$ cat config.mk
export PLATFORM = sky130hd
export DESIGN_NAME = y_intc
export DESIGN_NICKNAME = d
export VERILOG_FILES = /design/src/rtl/y_intc_pkg.sv /design/src/rtl/y_intc_prio.sv /design/src/rtl/y_intc.sv
export SDC_FILE = /design/constraint.sdc
export NUM_CORES = 1
export LEC_CHECK = 0
export ABC_CLOCK_PERIOD_IN_PS = 3500
export CORE_MARGIN = 2
export CORE_UTILIZATION = 60
export DETAILED_ROUTE_END_ITERATION = 7
export DONT_BUFFER_PORTS = 1
export PLACE_DENSITY = 0.76
export RECOVER_POWER = 25
export REMOVE_ABC_BUFFERS = 1
export SLEW_MARGIN = 20
export SYNTH_ARGS = -nofsm -noshare
export SYNTH_HDL_FRONTEND = slang
export SYNTH_SLANG_ARGS = --single-unit
$ cat constraint.sdc
create_clock -name clk -period 3.5 [get_ports clk]
set_clock_uncertainty 0.15 [all_clocks]
set_input_delay 0.35 -clock clk [delete_from_list [all_inputs] [get_ports clk]]
set_output_delay 0.35 -clock clk [all_outputs]
set_load 0.005 [all_outputs]
$ cat src/rtl/y_intc_pkg.sv
// y_intc_pkg: shared definitions for the y_intc interrupt controller.
//   state_e    - controller state encoding (IDLE / FIRE / SERVICE)
//   NUM_IRQ    - number of interrupt request lines
//   VEC_STRIDE - byte spacing between handler entry points
//   vec_addr() - handler address for a line, modulo 2^32
package y_intc_pkg;

  typedef enum logic [1:0] {
    IDLE    = 2'd0,
    FIRE    = 2'd1,
    SERVICE = 2'd2
  } state_e;

  localparam int unsigned NUM_IRQ    = 4;
  localparam int unsigned VEC_STRIDE = 16;

  // Carry out of bit 31 is dropped, so a base near the top of memory wraps.
  function automatic logic [31:0] vec_addr(input logic [31:0] base,
                                           input logic [1:0]  id,
                                           input int unsigned stride);
    return base + (32'(id) * stride);
  endfunction

endpackage

$ cat src/rtl/y_intc_prio.sv
// y_intc_prio: combinational 4-bit fixed-priority encoder.
//   req    [3:0] - candidate lines (pending & enable)
//   winner [1:0] - lowest-numbered set bit of req (0 when none)
//   any          - at least one bit of req is set
module y_intc_prio
  import y_intc_pkg::*;
(
  input  logic [3:0] req,
  output logic [1:0] winner,
  output logic       any
);

  always_comb begin
    winner = '0;
    any    = |req;
    if      (req[0]) winner = 2'd0;
    else if (req[1]) winner = 2'd1;
    else if (req[2]) winner = 2'd2;
    else if (req[3]) winner = 2'd3;
  end

endmodule

$ cat src/rtl/y_intc.sv
// y_intc: edge-triggered, non-nesting interrupt controller.
//   clk        - clock, all state on rising edge
//   rst        - asynchronous active-high reset
//   irq        - request lines, rising-edge sensitive, synchronous to clk
//   enable     - per-line enable (1 = may fire)
//   vecBase    - vector table base address
//   retPC      - CPU PC+4, captured as the return address
//   eoi        - end-of-interrupt pulse
//   INT        - one-cycle interrupt strobe to the CPU
//   entryPoint - handler address of the accepted line
//   epc        - captured return address
//   activeId   - index of the line being serviced
//   busy       - high while in FIRE or SERVICE
module y_intc
  import y_intc_pkg::*;
#(
  parameter int unsigned NUM_IRQ    = y_intc_pkg::NUM_IRQ,
  parameter int unsigned VEC_STRIDE = y_intc_pkg::VEC_STRIDE
) (
  input  logic               clk,
  input  logic               rst,
  input  logic [NUM_IRQ-1:0] irq,
  input  logic [NUM_IRQ-1:0] enable,
  input  logic [31:0]        vecBase,
  input  logic [31:0]        retPC,
  input  logic               eoi,
  output logic               INT,
  output logic [31:0]        entryPoint,
  output logic [31:0]        epc,
  output logic [1:0]         activeId,
  output logic               busy
);

  state_e             state_q, state_d;
  logic [NUM_IRQ-1:0] pending_q, pending_d;
  logic [NUM_IRQ-1:0] irq_prev_q, irq_prev_d;
  logic               int_q, int_d;
  logic [31:0]        entry_q, entry_d;
  logic [31:0]        epc_q, epc_d;
  logic [1:0]         active_q, active_d;
  logic               busy_q, busy_d;

  logic [NUM_IRQ-1:0] irq_rise;
  logic [NUM_IRQ-1:0] clr_mask;
  logic [1:0]         winner;
  logic               any;

  y_intc_prio u_prio (
    .req    (pending_q & enable),
    .winner (winner),
    .any    (any)
  );

  assign irq_rise = irq & ~irq_prev_q;

  always_comb begin
    state_d    = state_q;
    irq_prev_d = irq;
    int_d      = 1'b0;
    entry_d    = entry_q;
    epc_d      = epc_q;
    active_d   = active_q;
    clr_mask   = '0;

    case (state_q)
      IDLE: begin
        if (any) begin
          state_d          = FIRE;
          int_d            = 1'b1;
          active_d         = winner;
          entry_d          = vec_addr(vecBase, winner, VEC_STRIDE);
          epc_d            = retPC;
          clr_mask[winner] = 1'b1;
        end
      end
      FIRE:    state_d = SERVICE;
      SERVICE: if (eoi) state_d = IDLE;
      default: state_d = IDLE;
    endcase

    // A new edge on the line being cleared keeps it pending.
    pending_d = (pending_q & ~clr_mask) | irq_rise;
    busy_d    = (state_d != IDLE);
  end

  always_ff @(posedge clk or posedge rst) begin
    if (rst) begin
      state_q    <= IDLE;
      pending_q  <= '0;
      irq_prev_q <= '1;
      int_q      <= 1'b0;
      entry_q    <= '0;
      epc_q      <= '0;
      active_q   <= '0;
      busy_q     <= 1'b0;
    end else begin
      state_q    <= state_d;
      pending_q  <= pending_d;
      irq_prev_q <= irq_prev_d;
      int_q      <= int_d;
      entry_q    <= entry_d;
      epc_q      <= epc_d;
      active_q   <= active_d;
      busy_q     <= busy_d;
    end
  end

  assign INT        = int_q;
  assign entryPoint = entry_q;
  assign epc        = epc_q;
  assign activeId   = active_q;
  assign busy       = busy_q;

endmodule

# Word-level counts from Yosys, hierarchy flattened
# Cells that the tools add are included.
[word_totals]
elab_cells = 37
latchBits = 0
mem_bits_rw = 0
mem_count = 0
rom_bits = 0
out_inout_bits = 68
reg_bits = 78
[classes]
n_addsub = 1
n_div = 0
bitwise = 6
mul = 0
n_mux = 13
n_reduce_logical = 5
order_cmp = 2
shift = 0
n_eq_ne = 2
[ops]
columns = ["operator", "n"]
rows = [
  ["$add 32x6->32", 1],
  ["$and 4x4->4", 3],
  ["$mux 2", 6],
  ["$mux 4", 2],
  ["$not 4->4", 2],
  ["$pmux 2 s3", 1],
  ["$or 4x4->4", 1],
  ["$reduce_or 4->1", 1],
  ["$lt 2x3->1 const B", 1],
  ["$mux 1", 3],
  ["$demux 1 s2", 1],
  ["$eq 2x1->1 const B", 1],
  ["$eq 2x2->1 const B", 1],
  ["$ge 2x1->1 const B", 1],
  ["$logic_not 2->1", 1],
  ["$reduce_and 2->1", 1],
  ["$reduce_bool 2->1", 1],
  ["$logic_and 1x1->1", 1],
]

# Depth between registers and ports, before layout
# Gate-level depths: netlist of run 1.
[depth]
word_depth = 14
depth_mapped = 11
ltp_nobuf = 10

# Hierarchy
# A second synthesis of run 1 with hierarchy kept.
[unflattened]
cells_unflattened = 380
area_unflattened_um2 = 3485.8
[modules_own_cells]
columns = ["module", "cells_each", "seq_area_each_um2", "instances", "area_each_um2"]
rows = [
  ["y_intc", 373, 1956.9, 1, 3450.8],
  ["y_intc_prio", 7, 0.0, 1, 35.0],
]

# Least setup slack after synthesis of run 1
# Ideal clock, no wire load.
[synth_timing]
kind = "register to register"
from = "register pending_q[0]"
to = "register entry_q[22], in the netlist entryPoint[22]"
t_arrival_ns = 1.741
synth_period_minus_slack_ns = 2.024
path_stages_with_launch = 10
path_slack_ns = 1.476
n_path_buf = 1
t_required_ns = 3.218
path_cell_list = "dfrtp_1 a22oi_2 nand2_1 xnor2_1 ha_1 a31o_2 buf_2 nand4_1 xor2_1 o21ai_1"
[synth_via]
elab_chain_len = 3
[synth_lines]
columns = ["item", "line_no", "text"]
rows = [
  ["start, declared", "y_intc.sv:35", "logic [NUM_IRQ-1:0] pending_q, pending_d;"],
  ["start signal, assigned", "y_intc.sv:98", "pending_q <= pending_d;"],
  ["$and 4x4->4 (*)", "y_intc.sv:49", ".req (pending_q & enable),"],
  ["$mux 2 or $reduce_or 4->1 (tied branches)", "y_intc_prio.sv:16, y_intc_prio.sv:15", ""],
  ["$add 32x6->32 or $reduce_and 2->1 (tied branches)", "--", ""],
  ["end signal, assigned", "y_intc.sv:101", "entry_q <= entry_d;"],
  ["end, declared", "y_intc.sv:38", "logic [31:0] entry_q, entry_d;"],
]
# Every way passes the cells marked *; elsewhere a longest branch is shown, timed or not.
# A chain may end at the register's enable or synchronous reset.

# Worst setup path after layout of run 1
[layout_timing]
from = "register pending_q[3]"
to = "register entry_q[31], in the netlist entryPoint[31]"
[layout_via]
elab_chain_len = 6
[layout_lines]
columns = ["item", "line_no", "text"]
rows = [
  ["$and 4x4->4", "y_intc.sv:49", ""],
  ["$mux 2", "y_intc_prio.sv:19", "else if (req[3]) winner = 2'd3;"],
  ["$mux 2", "y_intc_prio.sv:18", "else if (req[2]) winner = 2'd2;"],
  ["$mux 2", "y_intc_prio.sv:17", "else if (req[1]) winner = 2'd1;"],
  ["$mux 2", "y_intc_prio.sv:16", "if (req[0]) winner = 2'd0;"],
  ["via u_prio.winner[0]", "y_intc_prio.sv:9", "output logic [1:0] winner,"],
  ["$add 32x6->32", "y_intc_pkg.sv:21", "return base + (32'(id) * stride);"],
]
# The timed path passes the listed nets, and every way through them passes these cells.

==> results of run 1 <==
[logic make-up after synthesis]
logic type	count (synthesis)	synth area share [%]
and+or+nand+nor	202	26.0
adders and majority gates	2	0.722
xor gates and xnor gates	26	6.57
buffers and inverters	24	2.71
AOI/OAI and AO/OA	41	6.83
muxes	2	0.650
DFF	78	56.5
[power by group through the flow]
stage | combinational (mW) | clock (mW) | sequential [mW]
floorplan | 0.768 | 0 | 1.59
global placement | 0.917 | 0 | 1.68
detailed placement | 0.973 | 0 | 1.69
CTS | 1.01 | 0.616 | 1.68
global route | 1.19 | 0.665 | 1.74
finish | 1.03 | 0.610 | 1.68
[cell usage in the layout (no fill, tap or decap), types with 2 or more instances in the layout]
cell type	Yosys	layout
dfrtp_1	74	74
inv_1	6	5
ha_1	2	2
and4_1	2	2
nor2_1	5	5
o21ai_0	2	2
nand4_1	16	16
clkbuf_8	0	11
clkinvlp_4	0	2
a22o_1	3	3
nand2_1	153	153
o21ai_1	26	26
nand3_1	10	10
and3_1	2	2
mux2_1	1	2
dlygate4sd3_1	0	41
clkinv_2	0	2
and2_1	3	3
xor2_1	23	23
nand4b_1	2	2
buf_4	0	3
xnor2_1	3	3
dfstp_2	4	4
clkbuf_1	13	2
inv_2	2	2
a21oi_1	5	5
[critical path, stage by stage (launching register included)]
cell	delay, ps
dfrtp_1	390
nand2_1	80
a21oi_1	190
a21oi_1	60
a21oi_1	190
ha_1	220
or2_1	110
a31o_1	430
nand3_2	160
or3_1	360
a31oi_1	160
[final timing paths]
| path | end | depth (start not counted) | startpoint | slack [ps] |
|---|---|---|---|---|
| hold reg to reg | pending_q[2]$_DFF_PP0_ | 1 | irq_prev_q[2]$_DFF_PP1_ | 350 |
| min in group asynchronous | entryPoint[16]$_DFFE_PP0P_ | 2 | rst | 500 |
| max in group asynchronous | irq_prev_q[0]$_DFF_PP1_ | 3 | rst | 1930 |
| hold / removal | entryPoint[31]$_DFFE_PP0P_ | 2 | vecBase[31] | 30 |
| setup / recovery | entryPoint[31]$_DFFE_PP0P_ | 10 | pending_q[3]$_DFF_PP0_ | 920 |
| setup reg to reg | entryPoint[31]$_DFFE_PP0P_ | 10 | pending_q[3]$_DFF_PP0_ | 920 |
[through the flow]
stage	setup TNS, ps	setup slack [ps]	utilization (%)	hold slack (ps)	instance area, um^2
floorplan	-6570	-394	-	204	3400
global placement	0	1080	63.6	205	3520
detailed placement	0	997	63.6	205	3520
CTS	0	929	74.2	11.4	4110
global route	0	737	74.2	7.42	4110
finish	0	922	74.2	29.3	4110
[area by class of cell]
cell class	count	share of cell area (%)
Sequential cell	78	47.6
Multi-Input combinational cell	273	34.6
Timing Repair Buffer	44	10.5
Clock buffer	13	3.86
Tap cell	72	2.19
Inverter	8	0.761
Clock inverter	3	0.487
[routing by layer]
layer  track usage (%)  vias up
met4              12.9        0
met3              16.0       24
met5                 0        -
met2              45.0      151
met1              31.4     1268
li1                  -     1304
[timing repair]
action / CTS / global route
hold endpoints to repair: 93 / 0
hold buffers: 41 / 0
gates resized for setup: 0 / 0
[sequential cells by signal (all words and copies together) (netlist names)]
name / flops
entryPoint: 32
busy: 1
pending_q: 4
activeId: 2
irq_prev_q: 4
INT: 1
state_q: 2
epc: 32
==> impl_metrics.env, run 1 <==
export IMPL_rsz0062_at_grt="false"
export IMPL_grt_usage_pct=28.5
export IMPL_path_clk_slew_ps=80
export IMPL_pwr_share_clk_pct=18.3
export IMPL_grt_max_degree=91
export IMPL_synth_cell_types=37
export IMPL_wl_met1_um=3210
export IMPL_intPower_mw=1.98
export IMPL_critPathRequiredTime_ps=3610
export IMPL_highest_layer="met4"
export IMPL_numCtsBuffers=9
export IMPL_ys_flop_type="dfrtp_1"
export IMPL_syn_to_final_growth_pct=18.7
export IMPL_critical_path_max_fanout=12
export IMPL_worstPathArrival_ps=2690
export IMPL_ff_latch_area_um2=1960
export IMPL_synth_seq_cells=78
export IMPL_yosysMostFrequentCell="nand2_1"
export IMPL_fmax_mhz=388
export IMPL_drtIter0Drc=128
export IMPL_dp_cells=434
export IMPL_layout_drive_gt1_share_pct=7.64
export IMPL_sequentialPowerShare_pct=50.6
export IMPL_wirelength_um=8690
export IMPL_die_h_um=80.0
export IMPL_htree_levels=3
export IMPL_clk_latency_ps=340
export IMPL_gp_congestion=0.860
export IMPL_worst_pin_slew_ps=927
export IMPL_syn_area_per_cell_um2=9.24
export IMPL_core_region_area_um2=5540
export IMPL_detail_route_wl_per_cell_um=17.7
export IMPL_num_nets_final=491
export IMPL_yosysTopAreaCellShare_pct=53.4
export IMPL_cts_root_buf="clkbuf_8"
export IMPL_synth_edf_count=0
export IMPL_synth_seq_area_share_pct=56.5
export IMPL_vias=2747
export IMPL_antenna_found_initial=0
export IMPL_post_cts_buffers=0
export IMPL_p_sw_share_pct=40.6
export IMPL_netlist_top_cells_area="dfrtp_1, nand2_1, xor2_1"
export IMPL_yosysWarnings=0
export IMPL_grt_pass1_wl_um=13700
export IMPL_ys_top_cells_by_count="nand2_1, dfrtp_1, o21ai_1"
export IMPL_clockBufferDepth=2
export IMPL_drv_slew=0
export IMPL_hp_class="in2reg"
export IMPL_cts_sinks=78
export IMPL_cap_violations=0
export IMPL_antenna_left=0
export IMPL_setup_viol=0
export IMPL_synthCells=375
export IMPL_min_period_ps=2580
export IMPL_nFillCells=392
export IMPL_power_density_nw_per_um2=809
export IMPL_power_switching_mw=1.35
export IMPL_synth_top_cell_by_area="dfrtp_1"
export IMPL_multi_input_area_um2=1420
export IMPL_io_pin_count=143
export IMPL_status="complete, no violations"
export IMPL_ir_drop_uv=614
export IMPL_via_per_inst=5.59
export IMPL_wl_met3_um=1070
export IMPL_num_antenna_cells=0
export IMPL_syn_area_um2=3460
export IMPL_p_leak_nw=1.91
export IMPL_cts_tree="built"
export IMPL_fin_crit_sh_pct=73.6
export IMPL_rows=27
export IMPL_final_hold_viol_count=0
export IMPL_drc=0
export IMPL_crit_type="reg2reg"
export IMPL_grt_ovfl_total=0
export IMPL_synthArstFlopShare_pct=100
export IMPL_dr_pass1_iters=4
export IMPL_hpwl_um=5330
export IMPL_initial_core_util_pct=62.5
export IMPL_cp_start_kind="flip-flop"
export IMPL_wl_met2_um=4160
export IMPL_grt_pass1_vias=2844
export IMPL_total_power_mw=3.33
export IMPL_dieWidth_um=80.0
export IMPL_die_area_um2=6400
export IMPL_worstSetupEndpointType="flip-flop"
export IMPL_io_buffers=0
export IMPL_maxSlewHeadroom_pct=38.1
export IMPL_combPwrFrac_pct=31.1
export IMPL_fin_cells=491
Note: power is estimated with default switching activity, not from simulation.
==> run 2, diff against run 1 <==
- ABC_CLOCK_PERIOD_IN_PS: 3500 -> 2300
- CORE_UTILIZATION: 60 -> 56
- PLACE_DENSITY: 0.76 -> 0.74
- clock period: 3.5 -> 2.3 ns (I/O delays scaled with it)
==> impl_metrics.env, run 2 (same netlist as run 1, synthesis figures left out) <==
export IMPL_die_h_um=82.7
export IMPL_cp_top_family="compound AO/OA/AOI/OAI gates"
export IMPL_drc=0
export IMPL_clk_latency_ps=340
export IMPL_layout_commonest_cell="nand2_1"
export IMPL_grt_usage_pct=27.0
export IMPL_initial_core_util_pct=58.2
export IMPL_setup_viol=0
export IMPL_numCtsBuffers=9
export IMPL_path_buf_inv=1
export IMPL_p_leak_nw=2.12
export IMPL_nFillCells=370
export IMPL_worstPathArrival_ps=2290
export IMPL_dr_pass1_iters=4
export IMPL_antenna_left=0
export IMPL_rows=28
export IMPL_die_area_um2=6830
export IMPL_via_per_inst=5.51
export IMPL_fin_crit_sh_pct=94.8
export IMPL_worst_pin_slew_ps=1610
export IMPL_num_antenna_cells=0
export IMPL_cts_tree="built"
export IMPL_cts_sinks=78
export IMPL_hpwl_um=5540
export IMPL_placed_cell_area_um2=3600
export IMPL_crit_path_max_incr_delay_ps=570
export IMPL_layout_drive_gt1_share_pct=10.0
export IMPL_htree_levels=3
export IMPL_grt_pass1_vias=2953
export IMPL_path_clk_slew_ps=80
export IMPL_final_area_um2=4590
export IMPL_power_density_nw_per_um2=1210
export IMPL_timing_setup_tns_ps=0
export IMPL_worstSetupEndpointType="flip-flop"
export IMPL_ir_drop_uv=704
export IMPL_cp_slowest_cell="dlygate4sd3_1"
export IMPL_maxSlewHeadroom_pct=-7.67
export IMPL_syn_to_final_growth_pct=32.6
export IMPL_final_cell_mix="nand2_1, dfrtp_1, dlygate4sd3_1"
export IMPL_vias=2938
export IMPL_gp_congestion=0.801
export IMPL_cp_cell_sequence="dlygate4sd3_1 > a21oi_2 > a21oi_1 > a21oi_2 > ha_2 > or2_1 > a31o_1 > nand3_2 > or3_1 > a31oi_1"
export IMPL_final_hold_viol_count=0
export IMPL_grt_ovfl_total=0
export IMPL_critical_path_max_fanout=3
export IMPL_core_region_area_um2=5960
export IMPL_crit_type="in2reg"
export IMPL_antenna_found_initial=0
export IMPL_fmax_mhz=458
export IMPL_wirelength_um=9280
export IMPL_dieWidth_um=82.7
export IMPL_cp_start_kind="input pin"
export IMPL_status="finished with violations"
export IMPL_io_pin_count=143
export IMPL_min_period_ps=2180
export IMPL_cts_root_buf="clkbuf_8"
export IMPL_drtIter0Drc=131
export IMPL_detail_route_wl_per_cell_um=17.4
export IMPL_grt_pass1_wl_um=13600
export IMPL_critPathRequiredTime_ps=2410
export IMPL_violations="max-capacitance violations, max-slew violations"
export IMPL_hp_class="in2reg"
export IMPL_clockBufferDepth=2
export IMPL_num_nets_final=530
export IMPL_cap_violations=1
export IMPL_cpMostUsedCell="a21oi_2"
export IMPL_fin_util_pct=77.1
export IMPL_drv_slew=43
export IMPL_grt_max_degree=91
export IMPL_io_buffers=0
==> run 2: area by class of cell <==
class / count / area, um^2 / share of cell area (%)
Clock buffer: 10 / 128 / 2.78
Sequential cell: 78 / 1960 / 42.6
Clock inverter: 6 / 111 / 2.42
Inverter: 8 / 30.0 / 0.654
Tap cell: 75 / 93.8 / 2.04
Multi-Input combinational cell: 273 / 1450 / 31.5
Timing Repair Buffer: 83 / 826 / 18.0
==> run 2: final timing paths <==
path,startpoint,to,slack [ps],depth (start not counted)
setup / recovery,enable[2],entryPoint[31]$_DFFE_PP0P_,120,10
hold / removal,vecBase[14],entryPoint[21]$_DFFE_PP0P_,8,3
setup reg to reg,pending_q[3]$_DFF_PP0_,entryPoint[16]$_DFFE_PP0P_,150,11
hold reg to reg,irq_prev_q[2]$_DFF_PP1_,pending_q[2]$_DFF_PP0_,350,1
max in group asynchronous,rst,entryPoint[9]$_DFFE_PP0P_,380,2
min in group asynchronous,rst,epc[30]$_DFFE_PP0P_,670,2
==> run 2: worst register-to-register path, delay by kind of cell, from the launching register on <==
| kind | cells | cell delay [ps] |
|---|---|---|
| compound gates | 5 | 580 |
| xor+xnor | 1 | 180 |
| fa+ha+maj | 2 | 390 |
| buf+inv | 1 | 150 |
| flops | 1 | 400 |
| simple gates | 2 | 180 |
==> run 2: layer usage <==
metal,GRT usage [%],vias to the layer above,routed length (um)
met5,0,-,0
met4,11.0,0,148
met2,48.1,138,4690
li1,-,1384,-
met3,9.24,17,883
met1,29.3,1399,3560
==> run 2: power breakdown <==
part | internal, mW | switching, mW | total, mW
clock network | 0.722 | 0.505 | 1.23
registers | 2.03 | 0.542 | 2.57
logic | 0.675 | 1.10 | 1.77
total | 3.42 | 2.14 | 5.57
==> run 2: repair_timing <==
item,in CTS,in global routing
setup endpoints to repair,0,17
hold buffers,71,0
buffers inserted,0,3
endpoints found under the hold margin,109,0
resized for setup,0,5
==> run 2: per-stage QoR <==
step	hold WS, ps	power [mW]	setup WS, ps	std cells
after detailed placement	84.6	4.17	98.1	443
after global placement	84.6	4.07	187	443
after global routing	25.8	5.98	-1.81	533
after CTS	1.09	5.50	38.0	530
final	7.58	5.57	119	533
after floorplan	84.5	3.58	-1590	359
==> patch 1 (settings of run 2) <==
Make the reset (`rst`) synchronous in one clocked block. Comments in the files are not updated.
--- a/src/rtl/y_intc.sv
+++ b/src/rtl/y_intc.sv
@@ -83,7 +83,7 @@
     busy_d    = (state_d != IDLE);
   end
 
-  always_ff @(posedge clk or posedge rst) begin
+  always_ff @(posedge clk) begin
     if (rst) begin
       state_q    <= IDLE;
       pending_q  <= '0;
Function: differs if rst is asserted again (counterexample within 4 cycles, from zero or initial values and one cycle with rst high); with rst held inactive, the same outputs for 10 cycles.
==> patch 1 against run 2 <==
Area after synthesis down 0.47%. Sequential share of layout area down 8.7 points. Critical path depth unchanged. Worst setup slack worse by 0.031 ns. Non-clock buffer count up 2. Global-route usage up 1.1 points. Sequential cell count unchanged. Cell area up 0.19%. Routed wire length up 5.0%. Largest cell class is now multi-input combinational cells.
Power is not compared: it rests on default switching activity, and its combinational part moved more than twofold at a synthesized area within 25%.
==> patch 1: results <==
export IMPL_antenna_cells=0
export IMPL_seq_area_frac_synth=0.453
export IMPL_final_nets=548
export IMPL_ctsHtreeMaxLevel=3
export IMPL_layout_drive_gt1_share=0.128
export IMPL_grt_use_total=0.281
export IMPL_synth_common_cells="nand2_1 (94), dfxtp_1 (78), a21oi_1 (47)"
export IMPL_ir_drop_mv=0.651
export IMPL_cp_max_fo=15
export IMPL_cts_reportedPaths_clkPinSlew_ns=0.08
export IMPL_async_flop_share=0
export IMPL_port_buffers=0
export IMPL_grt_pass1_vias=3088
export IMPL_synth_distinct_cells=44
export IMPL_tightest_slew_ns=0.656
export IMPL_grt_max_degree=79
export IMPL_synth_top_flop_cell="dfxtp_1"
export IMPL_numCtsBuffers=9
export IMPL_grt_pass1_wl_mm=14.5
export IMPL_yosys_top_cells_area="dfxtp_1 (45%), nand2_1 (10%), a21oi_1 (6.8%)"
export IMPL_viasPerCell=5.86
export IMPL_hold_class="input port to flop"
export IMPL_clk_path_buf_depth=2
export IMPL_gp_congestion=0.851
export IMPL_post_dp_hpwl_mm=5.52
export IMPL_p_leak_nw=1.62
export IMPL_status="finished clean"
export IMPL_clock_latency_ns=0.34
export IMPL_root_buffer="clkbuf_8"
export IMPL_first_pass_iters=5
export IMPL_wirelength_mm=9.75
export IMPL_drt_iter0_drc=152
export IMPL_yosysWarnings=0
export IMPL_antenna_found_initial=0
-- patch 1: layout make-up --
class | count | area (sq um)
clock buffers | 9 | 124
clock inverters | 6 | 111
fillers | 364 | 1320
inverters | 2 | 7.51
multi-input cells | 295 | 1820
flip-flops and latches | 78 | 1560
well taps | 75 | 93.8
repair buffers | 85 | 886
-- patch 1: repair_timing --
action                                 CTS  global route
endpoints found under the hold margin   78             0
setup buffers                            0             1
setup endpoints to repair                9            20
pin swaps                                0             4
hold buffers                            72             0
resized for setup                        1             9
-- patch 1: kinds of logic (layout without fill, tap and decap cells) --
| family | Yosys count | in the layout | share of synthesized area |
|---|---|---|---|
| buffers and inverters | 32 | 102 | 0.0388 |
| XOR/XNOR | 23 | 23 | 0.0584 |
| AO/OA/AOI/OAI | 84 | 84 | 0.155 |
| flip-flops | 78 | 78 | 0.453 |
| adder cells (fa/ha/maj) | 2 | 2 | 0.00726 |
| AND/OR/NAND/NOR | 184 | 184 | 0.282 |
| multiplexers | 2 | 2 | 0.00581 |
-- patch 1: per-stage QoR --
step	instances	worst slack, ns	area [sq um]
after floorplan	375	-0.601	3320
after global placement	462	0.167	3570
after detailed placement	462	0.00944	3570
after CTS	549	0.0195	4540
after global routing	550	-0.0430	4600
final	550	0.0878	4600
-- patch 1: final timing paths --
check | startpoint | to | slack [ns] | cells after the start
hold / removal | vecBase[4] | entryPoint[4] | 0.04 | 3
hold reg to reg | epc[10] | epc[10] | 0.33 | 2
setup reg to reg | pending_q[0] | entryPoint[14] | 0.09 | 10
setup / recovery | pending_q[0] | entryPoint[14] | 0.09 | 10
-- patch 1: worst max-delay path: stages (launching register included) --
cell and delay (ns):
dfxtp_1 0.33, buf_4 0.15, a22oi_4 0.19, nand2_2 0.09, xnor2_1 0.13, ha_1 0.21
a31oi_2 0.20, buf_12 0.19, nor3b_1 0.08, xnor2_1 0.16, a211oi_1 0.24
-- patch 1: where the power goes --
group	internal (mW)	total [mW]	leakage, nW	switching, mW
Clock	0.715	1.22	0.115	0.510
Sequential	1.45	1.53	0.638	0.0819
Combinational	0.231	0.479	0.869	0.249
-- patch 1: layer usage --
layer | vias to the layer above | part of all wire | global-route usage
met5 | - | 0 | 0
met2 | 161 | 0.49 | 0.489
li1 | 1536 | - | -
met3 | 22 | 0.11 | 0.0935
met1 | 1505 | 0.38 | 0.310
met4 | 0 | 0.022 | 0.122
==> patch 2 (config.mk and constraints of run 2) <==
Without the edit above. Set the package constant `NUM_IRQ` to 3 (it was 4).
--- a/src/rtl/y_intc_pkg.sv
+++ b/src/rtl/y_intc_pkg.sv
@@ -11,7 +11,7 @@
     SERVICE = 2'd2
   } state_e;
 
-  localparam int unsigned NUM_IRQ    = 4;
+  localparam int unsigned NUM_IRQ    = 3;
   localparam int unsigned VEC_STRIDE = 16;
 
   // Carry out of bit 31 is dropped, so a base near the top of memory wraps.
Ports: changed (resized enable and irq); port bits go from 143 to 141. No check against the original RTL was run, so the function may have changed too.
==> patch 2 against run 2 <==
Cell area down 0.87%. Highest routed layer unchanged. Worst setup slack worse by 0.083 ns. Total power down 7.9%. Sequential cell count down 2. Register-to-register slack worse by 0.11 ns. Routed wire length up 1.4%. Sequential power down 2%. Area after synthesis down 0.14%. Sequential share of layout area down 0.75 points. Largest power group unchanged.
==> patch 2: results <==
export IMPL_vias=2931
export IMPL_stdcell_count=528
export IMPL_grt_pass1_vias=2999
export IMPL_ctsHtreeMaxLevel=3
export IMPL_drt_iter0_drc=115
export IMPL_crit_arrival_ns=2.32
export IMPL_postSynthCellCount=373
export IMPL_post_dp_hpwl_mm=5.60
export IMPL_cp_start_kind="flop"
export IMPL_cp_max_fo=12
export IMPL_reg2reg_to="entryPoint[20]"
export IMPL_status="finished clean"
export IMPL_synth_fa_ha_area_frac=0.00723
export IMPL_r2r_setup_slack_ns=0.04
export IMPL_reg2reg_depth=9
export IMPL_ir_drop_mv=0.589
export IMPL_clock_latency_ns=0.33
export IMPL_worst_path_dominant_cell_family="simple AND/OR/NAND/NOR gates"
export IMPL_antenna_found_initial=0
export IMPL_async_flop_share=1.00
export IMPL_holdCritStartpoint="vecBase[28]"
export IMPL_grt_pass1_wl_mm=13.7
export IMPL_seq_area_frac_synth=0.551
export IMPL_yosys_top_cells_area="dfrtp_1 (53%), nand2_1 (17%), xnor2_1 (4.3%)"
export IMPL_synth_distinct_cells=43
export IMPL_p_leak_nw=2.08
export IMPL_numCtsBuffers=9
export IMPL_max_stage_delay_ns=0.43
export IMPL_gp_congestion=0.765
export IMPL_place_area_sq_um=3600
export IMPL_place_ws_ns=-0.0319
export IMPL_dpl_cell_count=441
export IMPL_wirelength_mm=9.41
export IMPL_synth_area_mux_share=0.00289
export IMPL_antenna_cells=0
export IMPL_hold_end="entryPoint[31]"
export IMPL_first_pass_iters=4
export IMPL_root_buffer="clkbuf_8"
export IMPL_grt_use_total=0.268
export IMPL_reg2reg_from="pending_q[0]"
export IMPL_layout_drive_gt1_share=0.121
export IMPL_holdWs_ns=0.0319
export IMPL_synth_common_cells="nand2_1 (160), dfrtp_1 (73), o21ai_0 (17), xnor2_1 (17), clkbuf_1 (14)"
export IMPL_final_nets=523
export IMPL_synthXorXnorAreaFrac=0.0633
export IMPL_synth_compound_area_frac=0.0615
export IMPL_min_path_cells=3
export IMPL_cp_slowest_cell="dfrtp_1"
export IMPL_grt_max_degree=42
export IMPL_tightest_slew_ns=1.15
-- patch 2: layout make-up --
class | instances | area [sq um]
clock buffer | 12 | 155
clock inverter | 4 | 32.5
fill | 394 | 1400
inverter | 6 | 22.5
multi-input combinational | 274 | 1540
sequential | 76 | 1910
tap | 75 | 93.8
timing repair buffer | 81 | 808
-- patch 2: power by group --
part | internal [mW] | total (mW) | switching [mW]
clock network | 0.458 | 0.945 | 0.487
logic | 0.599 | 1.66 | 1.06
registers | 1.98 | 2.53 | 0.545
total | 3.04 | 5.13 | 2.09
-- patch 2: how the worst max path moves through the flow --
stage	depth (start not counted)	slack [ns]	endpoint
after floorplan	6	-1.39	entryPoint[25]
after global placement	9	0.1	entryPoint[22]
after detailed placement	9	-0.03	entryPoint[22]
after CTS	9	0.007	entryPoint[16]
after global routing	8	-0.08	entryPoint[19]
final	9	0.04	entryPoint[20]
-- patch 2: cell families after synthesis --
group	after synthesis
flops	76
fa+ha+maj	2
mux	1
compound gates	35
buf+inv	23
xor+xnor	25
simple gates	211
-- patch 2: what timing repair did --
action	in CTS	in global routing
hold buffers	70	0
hold endpoints to repair	98	0
resized for setup	2	8
setup buffers	0	1
endpoints found under the setup margin	2	19
-- patch 2: per-layer routing --
metal / vias up / wire length [um] / global-route usage
li1: 1374 / - / -
met1: 1396 / 3620 / 0.293
met2: 144 / 4750 / 0.486
met3: 17 / 882 / 0.0837
met4: 0 / 159 / 0.102
met5: - / 0 / 0
-- patch 2: worst reg2reg max path, delay by kind of cell (launching register included) --
kind | cells | cell delay (ns)
AO/OA/AOI/OAI | 3 | 0.40
XOR/XNOR | 2 | 0.33
adder cells (fa/ha/maj) | 1 | 0.18
buffers and inverters | 1 | 0.19
flip-flops | 1 | 0.43
AND/OR/NAND/NOR | 2 | 0.46
